### src/rtl/nes_input_pkg.sv
// rtl/nes_input_pkg.sv - shared constants for the NES controller port
// Purpose: SNES button indices, NES pad bit indices, $4016/$4017 select codes
//          and the default open-bus read value.
// Ports:   none (package)
package nes_input_pkg;

  // SNES serial order as delivered by the snes_controller readers
  localparam int SNES_B      = 0;
  localparam int SNES_Y      = 1;
  localparam int SNES_SELECT = 2;
  localparam int SNES_START  = 3;
  localparam int SNES_UP     = 4;
  localparam int SNES_DOWN   = 5;
  localparam int SNES_LEFT   = 6;
  localparam int SNES_RIGHT  = 7;
  localparam int SNES_A      = 8;
  localparam int SNES_X      = 9;
  localparam int SNES_L      = 10;
  localparam int SNES_R      = 11;

  // NES pad bit positions, bit 0 is the first one the CPU reads
  localparam int NES_A      = 0;
  localparam int NES_B      = 1;
  localparam int NES_SELECT = 2;
  localparam int NES_START  = 3;
  localparam int NES_UP     = 4;
  localparam int NES_DOWN   = 5;
  localparam int NES_LEFT   = 6;
  localparam int NES_RIGHT  = 7;

  localparam logic ADDR_4016 = 1'b0;
  localparam logic ADDR_4017 = 1'b1;

  localparam logic [7:0] OPEN_BUS_DEFAULT = 8'h40;

endpackage

### src/rtl/nes_joypad_shift.sv
// rtl/nes_joypad_shift.sv - 8-bit parallel-load, right-shift register with 1-fill
// Purpose: models the 4021 inside an NES pad; once all eight buttons have been
//          shifted out the output reads 1 until the next load.
// Ports:   CLK, CLR_N (async active-low), LOAD (parallel load, wins over SHIFT),
//          SHIFT (shift right one place), D[7:0] (load value), Q0 (current bit 0)
module nes_joypad_shift
  (
  input  logic       CLK,
  input  logic       CLR_N,
  input  logic       LOAD,
  input  logic       SHIFT,
  input  logic [7:0] D,
  output logic       Q0
  );

  logic [7:0] r_sr;

  always_ff @(posedge CLK or negedge CLR_N) begin
    if (!CLR_N) begin
      r_sr <= 8'h00;
    end else if (LOAD) begin
      r_sr <= D;
    end else if (SHIFT) begin
      r_sr <= {1'b1, r_sr[7:1]};
    end
  end

  assign Q0 = r_sr[0];

endmodule

### src/rtl/nes_joypad_port.sv
// rtl/nes_joypad_port.sv - CPU-facing NES controller port at $4016/$4017
// Purpose: syncs two SNES button vectors into CLK, maps them to the NES pad
//          layout, latches them while the strobe is high and returns one button
//          per CPU read. Optional turbo on X/Y under macro NES_JOYPAD_TURBO_EN.
// Ports:   CLK, CLR_N (async active-low reset), BUTTONS_A/BUTTONS_B[11:0]
//          (async SNES buttons), ADDR_SEL (0=$4016, 1=$4017), WR_EN, WR_DATA,
//          RD_EN, RD_DATA[7:0] (registered read data), STROBE (latch state)
module nes_joypad_port
  import nes_input_pkg::*;
  #(
  parameter logic [19:0] TURBO_DIV = 20'd833333,
  parameter logic [7:0]  OPEN_BUS  = OPEN_BUS_DEFAULT
  )
  (
  input  logic        CLK,
  input  logic        CLR_N,
  input  logic [11:0] BUTTONS_A,
  input  logic [11:0] BUTTONS_B,
  input  logic        ADDR_SEL,
  input  logic        WR_EN,
  input  logic        WR_DATA,
  input  logic        RD_EN,
  output logic [7:0]  RD_DATA,
  output logic        STROBE
  );

  logic [11:0] r_btn_a_s1, r_btn_a_s2;
  logic [11:0] r_btn_b_s1, r_btn_b_s2;
  logic        r_strobe;
  logic [7:0]  r_rd_data;

  logic [7:0]  w_nes_a, w_nes_b;
  logic        w_shift_a, w_shift_b;
  logic        w_q0_a, w_q0_b;
  logic        w_rd_bit;
  logic        w_turbo_phase;
  logic        w_unused;

  // Two-flop synchronisers; the readers run on their own clock
  always_ff @(posedge CLK or negedge CLR_N) begin
    if (!CLR_N) begin
      r_btn_a_s1 <= 12'h000;
      r_btn_a_s2 <= 12'h000;
      r_btn_b_s1 <= 12'h000;
      r_btn_b_s2 <= 12'h000;
    end else begin
      r_btn_a_s1 <= BUTTONS_A;
      r_btn_a_s2 <= r_btn_a_s1;
      r_btn_b_s1 <= BUTTONS_B;
      r_btn_b_s2 <= r_btn_b_s1;
    end
  end

`ifdef NES_JOYPAD_TURBO_EN
  logic [19:0] r_turbo_cnt;
  logic        r_turbo_phase;

  always_ff @(posedge CLK or negedge CLR_N) begin
    if (!CLR_N) begin
      r_turbo_cnt   <= 20'd0;
      r_turbo_phase <= 1'b0;
    end else if (r_turbo_cnt == TURBO_DIV - 20'd1) begin
      r_turbo_cnt   <= 20'd0;
      r_turbo_phase <= ~r_turbo_phase;
    end else begin
      r_turbo_cnt   <= r_turbo_cnt + 20'd1;
    end
  end

  assign w_turbo_phase = r_turbo_phase;
  assign w_unused = ^{r_btn_a_s2[SNES_L], r_btn_a_s2[SNES_R],
                      r_btn_b_s2[SNES_L], r_btn_b_s2[SNES_R]};
`else
  assign w_turbo_phase = 1'b0;
  assign w_unused = ^{r_btn_a_s2[SNES_L], r_btn_a_s2[SNES_R],
                      r_btn_a_s2[SNES_X], r_btn_a_s2[SNES_Y],
                      r_btn_b_s2[SNES_L], r_btn_b_s2[SNES_R],
                      r_btn_b_s2[SNES_X], r_btn_b_s2[SNES_Y],
                      w_turbo_phase};
`endif

  // SNES -> NES mapping; X/Y only feed A/B through the turbo phase
  always_comb begin
    w_nes_a = 8'h00;
    w_nes_a[NES_A]      = r_btn_a_s2[SNES_A];
    w_nes_a[NES_B]      = r_btn_a_s2[SNES_B];
    w_nes_a[NES_SELECT] = r_btn_a_s2[SNES_SELECT];
    w_nes_a[NES_START]  = r_btn_a_s2[SNES_START];
    w_nes_a[NES_UP]     = r_btn_a_s2[SNES_UP];
    w_nes_a[NES_DOWN]   = r_btn_a_s2[SNES_DOWN];
    w_nes_a[NES_LEFT]   = r_btn_a_s2[SNES_LEFT];
    w_nes_a[NES_RIGHT]  = r_btn_a_s2[SNES_RIGHT];
`ifdef NES_JOYPAD_TURBO_EN
    w_nes_a[NES_A] = w_nes_a[NES_A] | (r_btn_a_s2[SNES_X] & w_turbo_phase);
    w_nes_a[NES_B] = w_nes_a[NES_B] | (r_btn_a_s2[SNES_Y] & w_turbo_phase);
`endif
  end

  always_comb begin
    w_nes_b = 8'h00;
    w_nes_b[NES_A]      = r_btn_b_s2[SNES_A];
    w_nes_b[NES_B]      = r_btn_b_s2[SNES_B];
    w_nes_b[NES_SELECT] = r_btn_b_s2[SNES_SELECT];
    w_nes_b[NES_START]  = r_btn_b_s2[SNES_START];
    w_nes_b[NES_UP]     = r_btn_b_s2[SNES_UP];
    w_nes_b[NES_DOWN]   = r_btn_b_s2[SNES_DOWN];
    w_nes_b[NES_LEFT]   = r_btn_b_s2[SNES_LEFT];
    w_nes_b[NES_RIGHT]  = r_btn_b_s2[SNES_RIGHT];
`ifdef NES_JOYPAD_TURBO_EN
    w_nes_b[NES_A] = w_nes_b[NES_A] | (r_btn_b_s2[SNES_X] & w_turbo_phase);
    w_nes_b[NES_B] = w_nes_b[NES_B] | (r_btn_b_s2[SNES_Y] & w_turbo_phase);
`endif
  end

  // Only $4016 writes touch the strobe; $4017 writes belong to the APU
  always_ff @(posedge CLK or negedge CLR_N) begin
    if (!CLR_N) begin
      r_strobe <= 1'b0;
    end else if (WR_EN && (ADDR_SEL == ADDR_4016)) begin
      r_strobe <= WR_DATA;
    end
  end

  // Shift decision uses the pre-write strobe, so a same-cycle write cannot
  // suppress or trigger the shift of the read it accompanies
  assign w_shift_a = RD_EN && !r_strobe && (ADDR_SEL == ADDR_4016);
  assign w_shift_b = RD_EN && !r_strobe && (ADDR_SEL == ADDR_4017);

  nes_joypad_shift u_shift_a (
    .CLK   (CLK),
    .CLR_N (CLR_N),
    .LOAD  (r_strobe),
    .SHIFT (w_shift_a),
    .D     (w_nes_a),
    .Q0    (w_q0_a)
  );

  nes_joypad_shift u_shift_b (
    .CLK   (CLK),
    .CLR_N (CLR_N),
    .LOAD  (r_strobe),
    .SHIFT (w_shift_b),
    .D     (w_nes_b),
    .Q0    (w_q0_b)
  );

  // While strobed the pad is transparent: return the live A button rather than
  // the copy loaded into the register one cycle earlier
  always_comb begin
    w_rd_bit = 1'b0;
    if (r_strobe) begin
      w_rd_bit = (ADDR_SEL == ADDR_4017) ? w_nes_b[NES_A] : w_nes_a[NES_A];
    end else begin
      w_rd_bit = (ADDR_SEL == ADDR_4017) ? w_q0_b : w_q0_a;
    end
  end

  always_ff @(posedge CLK or negedge CLR_N) begin
    if (!CLR_N) begin
      r_rd_data <= 8'h00;
    end else if (RD_EN) begin
      r_rd_data <= {OPEN_BUS[7:5], 4'b0000, w_rd_bit};
    end
  end

  assign RD_DATA = r_rd_data;
  assign STROBE  = r_strobe;

endmodule

### config.mk
export PLATFORM = sky130hd
export DESIGN_NAME = nes_joypad_port
export DESIGN_NICKNAME = d
export VERILOG_FILES = /design/src/rtl/nes_input_pkg.sv /design/src/rtl/nes_joypad_shift.sv /design/src/rtl/nes_joypad_port.sv
export SDC_FILE = /design/constraint.sdc
export NUM_CORES = 1
export LEC_CHECK = 0
export BUFFER_PORTS_ARGS = -buffer_cell sky130_fd_sc_hd__buf_2
export CORE_MARGIN = 4
export CORE_UTILIZATION = 40
export DETAILED_ROUTE_END_ITERATION = 10
export MAX_ROUTING_LAYER = met4
export PLACE_DENSITY = 0.72
export SLEW_MARGIN = 20
export SYNTH_ARGS = -nofsm -noshare
export SYNTH_HDL_FRONTEND = slang
export SYNTH_SLANG_ARGS = --single-unit
### constraint.sdc
create_clock -name CLK -period 1.5 [get_ports CLK]
set_input_delay 0.075 -clock CLK [delete_from_list [all_inputs] [get_ports CLK]]
set_output_delay 0.075 -clock CLK [all_outputs]
set_load 0.03 [all_outputs]
==> metrics.txt <==
fmax=about 0.90 GHz; routability cong.=0.719; Num CTS Buffers=5; sequential share of the synthesized area=0.740; P_leak=1.06 nW; WL/cell=~11 µm; clk_skew=around 0.0031 ns; first-pass GRT wire length=4080 µm; Reg clk slew, reported paths=around 0.090 ns; Initial DRT Pass Iterations=4; CP Launch Type=flip-flop; root buffer cell=clkbuf_8; Vias/cell=4.39; Finished Core Util=0.533; vias post-DR=958; io pins=39; Seq pwr share=0.551; Comb power frac=0.122; Core ar.=between 4000 and 5000 µm²; NetSw=approximately 0.70 mW; clk sinks=between 50 and 60; outcome=finished, final reports clean; sw frac=0.242; die area=5430 µm²; PortBufs=24; initial antenna violation count=0; largest net degree at the start of global routing=31; clock group share of total power=0.327; post-route DRC violation count=0; CP max FO=17; DR iter-0 viols=26; GRT Util Overall=0.106; critical path class=reg2reg; final setup vio count=0; Clk Latency, worst-skew pair=0.30 ns; Syn Std Cell Area=around 1700 µm²; Die Wd=73.7 µm; Setup Fix Bufs, Post-CTS=0; FP Rows=23; class of the worst hold path=in2reg; post-detail-place hpwl=approximately 1700 µm; CP required=1.69 ns; Arr. time, crit path=roughly 1.3 ns; Die Height=73.7 µm; Routed Antenna Nets=0; H-tree levels=2; PwrDens=1320 nW/µm²; Area Overhead vs Synth=26.3%; n_diodes=0; endpoints failing hold=0; Final Net Count=approximately 200; Yosys cell types=20; post-synthesis area per instance=14.3 µm²; Tcrit/Tclk final=0.738; Pint=2.19 mW; CTS max path bufs=2; vias in the first global route=927; Slew Viols, Final=0; max-cap violations=0; Peak VDD IR=0.000837 V; Period minus WS final=1.11 ns; Initial Utilization=0.422; setup TNS=0 ns; GRT Residual Overflow=0; synthesis warning total=0; share of cells above drive strength 1=0.238; RSZ-0062 raised after global routing=false; #FFs+latches synth=slightly above 50; post-synthesis instance total=around 120; CP endpoint kind=flip-flop; reg2reg setup slack=0.39 ns; final WL=2430 µm; Design Power=2.88 mW; CTS tree=done
per-layer routing:
metal | share of wire | vias up | global-route usage
met1 | 0.43 | 443 | 0.121
met5 | 0 | - | -
met2 | 0.47 | 36 | 0.163
met4 | 0.016 | 0 | 0.0423
li1 | - | 473 | -
met3 | 0.090 | 6 | 0.0465
through the flow:
stage / area [µm²] / setup slack (ns) / instances / hold WS (ns)
finish: 2180 / 0.394 / 218 / 0.0596
global placement: 1880 / 0.440 / 192 / 0.0409
detailed placement: 1880 / 0.376 / 192 / 0.0479
floorplan: 1740 / 0.253 / 126 / -0.221
CTS: 2180 / 0.375 / 218 / 0.0478
global route: 2180 / 0.291 / 218 / 0.0656
logic make-up (layout without fill, tap and decap cells):
family                 after synthesis  after routing  share of synthesized area
other                                1              6                    0.00217
AO/OA/AOI/OAI                       18             18                     0.0529
buffers and inverters               11             53                     0.0464
flip-flops                          51             51                      0.740
multiplexers                        16             16                     0.0943
AND/OR/NAND/NOR                     24             24                     0.0645
cells in the mapped netlist:
cell	instances	area share
clkbuf_1	2	0.0044
dfrtp_1	51	0.74
conb_1	1	0.0022
buf_4	6	0.026
nor2b_1	2	0.0073
nand2_2	1	0.0036
mux2_2	2	0.013
o21ai_1	7	0.020
buf_6	2	0.013
nand2b_1	1	0.0036
buf_2	1	0.0029
a21oi_1	2	0.0058
o21ai_0	8	0.023
or2_2	1	0.0036
mux2i_1	14	0.081
nor2_1	2	0.0044
and2b_2	1	0.0051
nor3b_1	1	0.0044
o22ai_1	1	0.0036
nand2_1	15	0.033
power groups by stage:
stage	registers (mW)	logic [mW]	clock network, mW
after floorplan	1.61	0.218	0
after global placement	1.61	0.303	0
after detailed placement	1.62	0.320	0
after CTS	1.59	0.356	0.964
after global routing	1.61	0.398	1.01
final	1.59	0.352	0.942
path summary, 6_finish.rpt:
kind                               start       endpoint  cells after the start
max in group asynchronous          CLR_N  r_btn_a_s2[4]                      3
min in group asynchronous          CLR_N  r_btn_b_s1[7]                      2
max reg2reg                       STROBE     RD_DATA[0]                      4
min reg2reg                r_btn_a_s1[2]  r_btn_a_s2[2]                      0
max                               STROBE     RD_DATA[0]                      4
min                                RD_EN     RD_DATA[6]                      2
flip-flops by register name, summed over array words and instances, names as in the netlist:
register / cells
r_btn_b_s2: 8
r_btn_a_s1: 8
RD_DATA: 2
u_shift_a.r_sr: 8
r_btn_a_s2: 8
u_shift_b.r_sr: 8
STROBE: 1
r_btn_b_s1: 8
layout by cell type (no fill, tap or decap), types with 2 or more instances in the layout:
master and count:
dfrtp_1 51, buf_2 24, dlygate4sd3_1 18, nand2_1 15, mux2i_1 14, o21ai_0 8
o21ai_1 7, conb_1 6, clkbuf_8 5, nor2b_1 2, mux2_2 2, nor2_1 2
a21oi_1 2, buf_4 2
critical path, stage by stage, from the launching register on:
cell     delay [ns]
dfrtp_1        0.43
buf_4          0.23
nor2b_1        0.06
nor3b_1        0.20
nor2_1         0.08
cell type report:
class                           instances  area (µm²)
Fill cell                             344        1910
Sequential cell                        51        1280
Multi-Input combinational cell         64         388
Timing Repair Buffer                   45         335
Clock buffer                            5        68.8
Tap cell                               50        62.6
Clock inverter                          3        47.5
timing repair:
action                     4_1_cts  5_1_grt
hold endpoints to repair        38        0
gates resized for setup          0        0
setup endpoints to repair        0        0
hold buffers                    18        0
(Power assumes the default switching activity.)
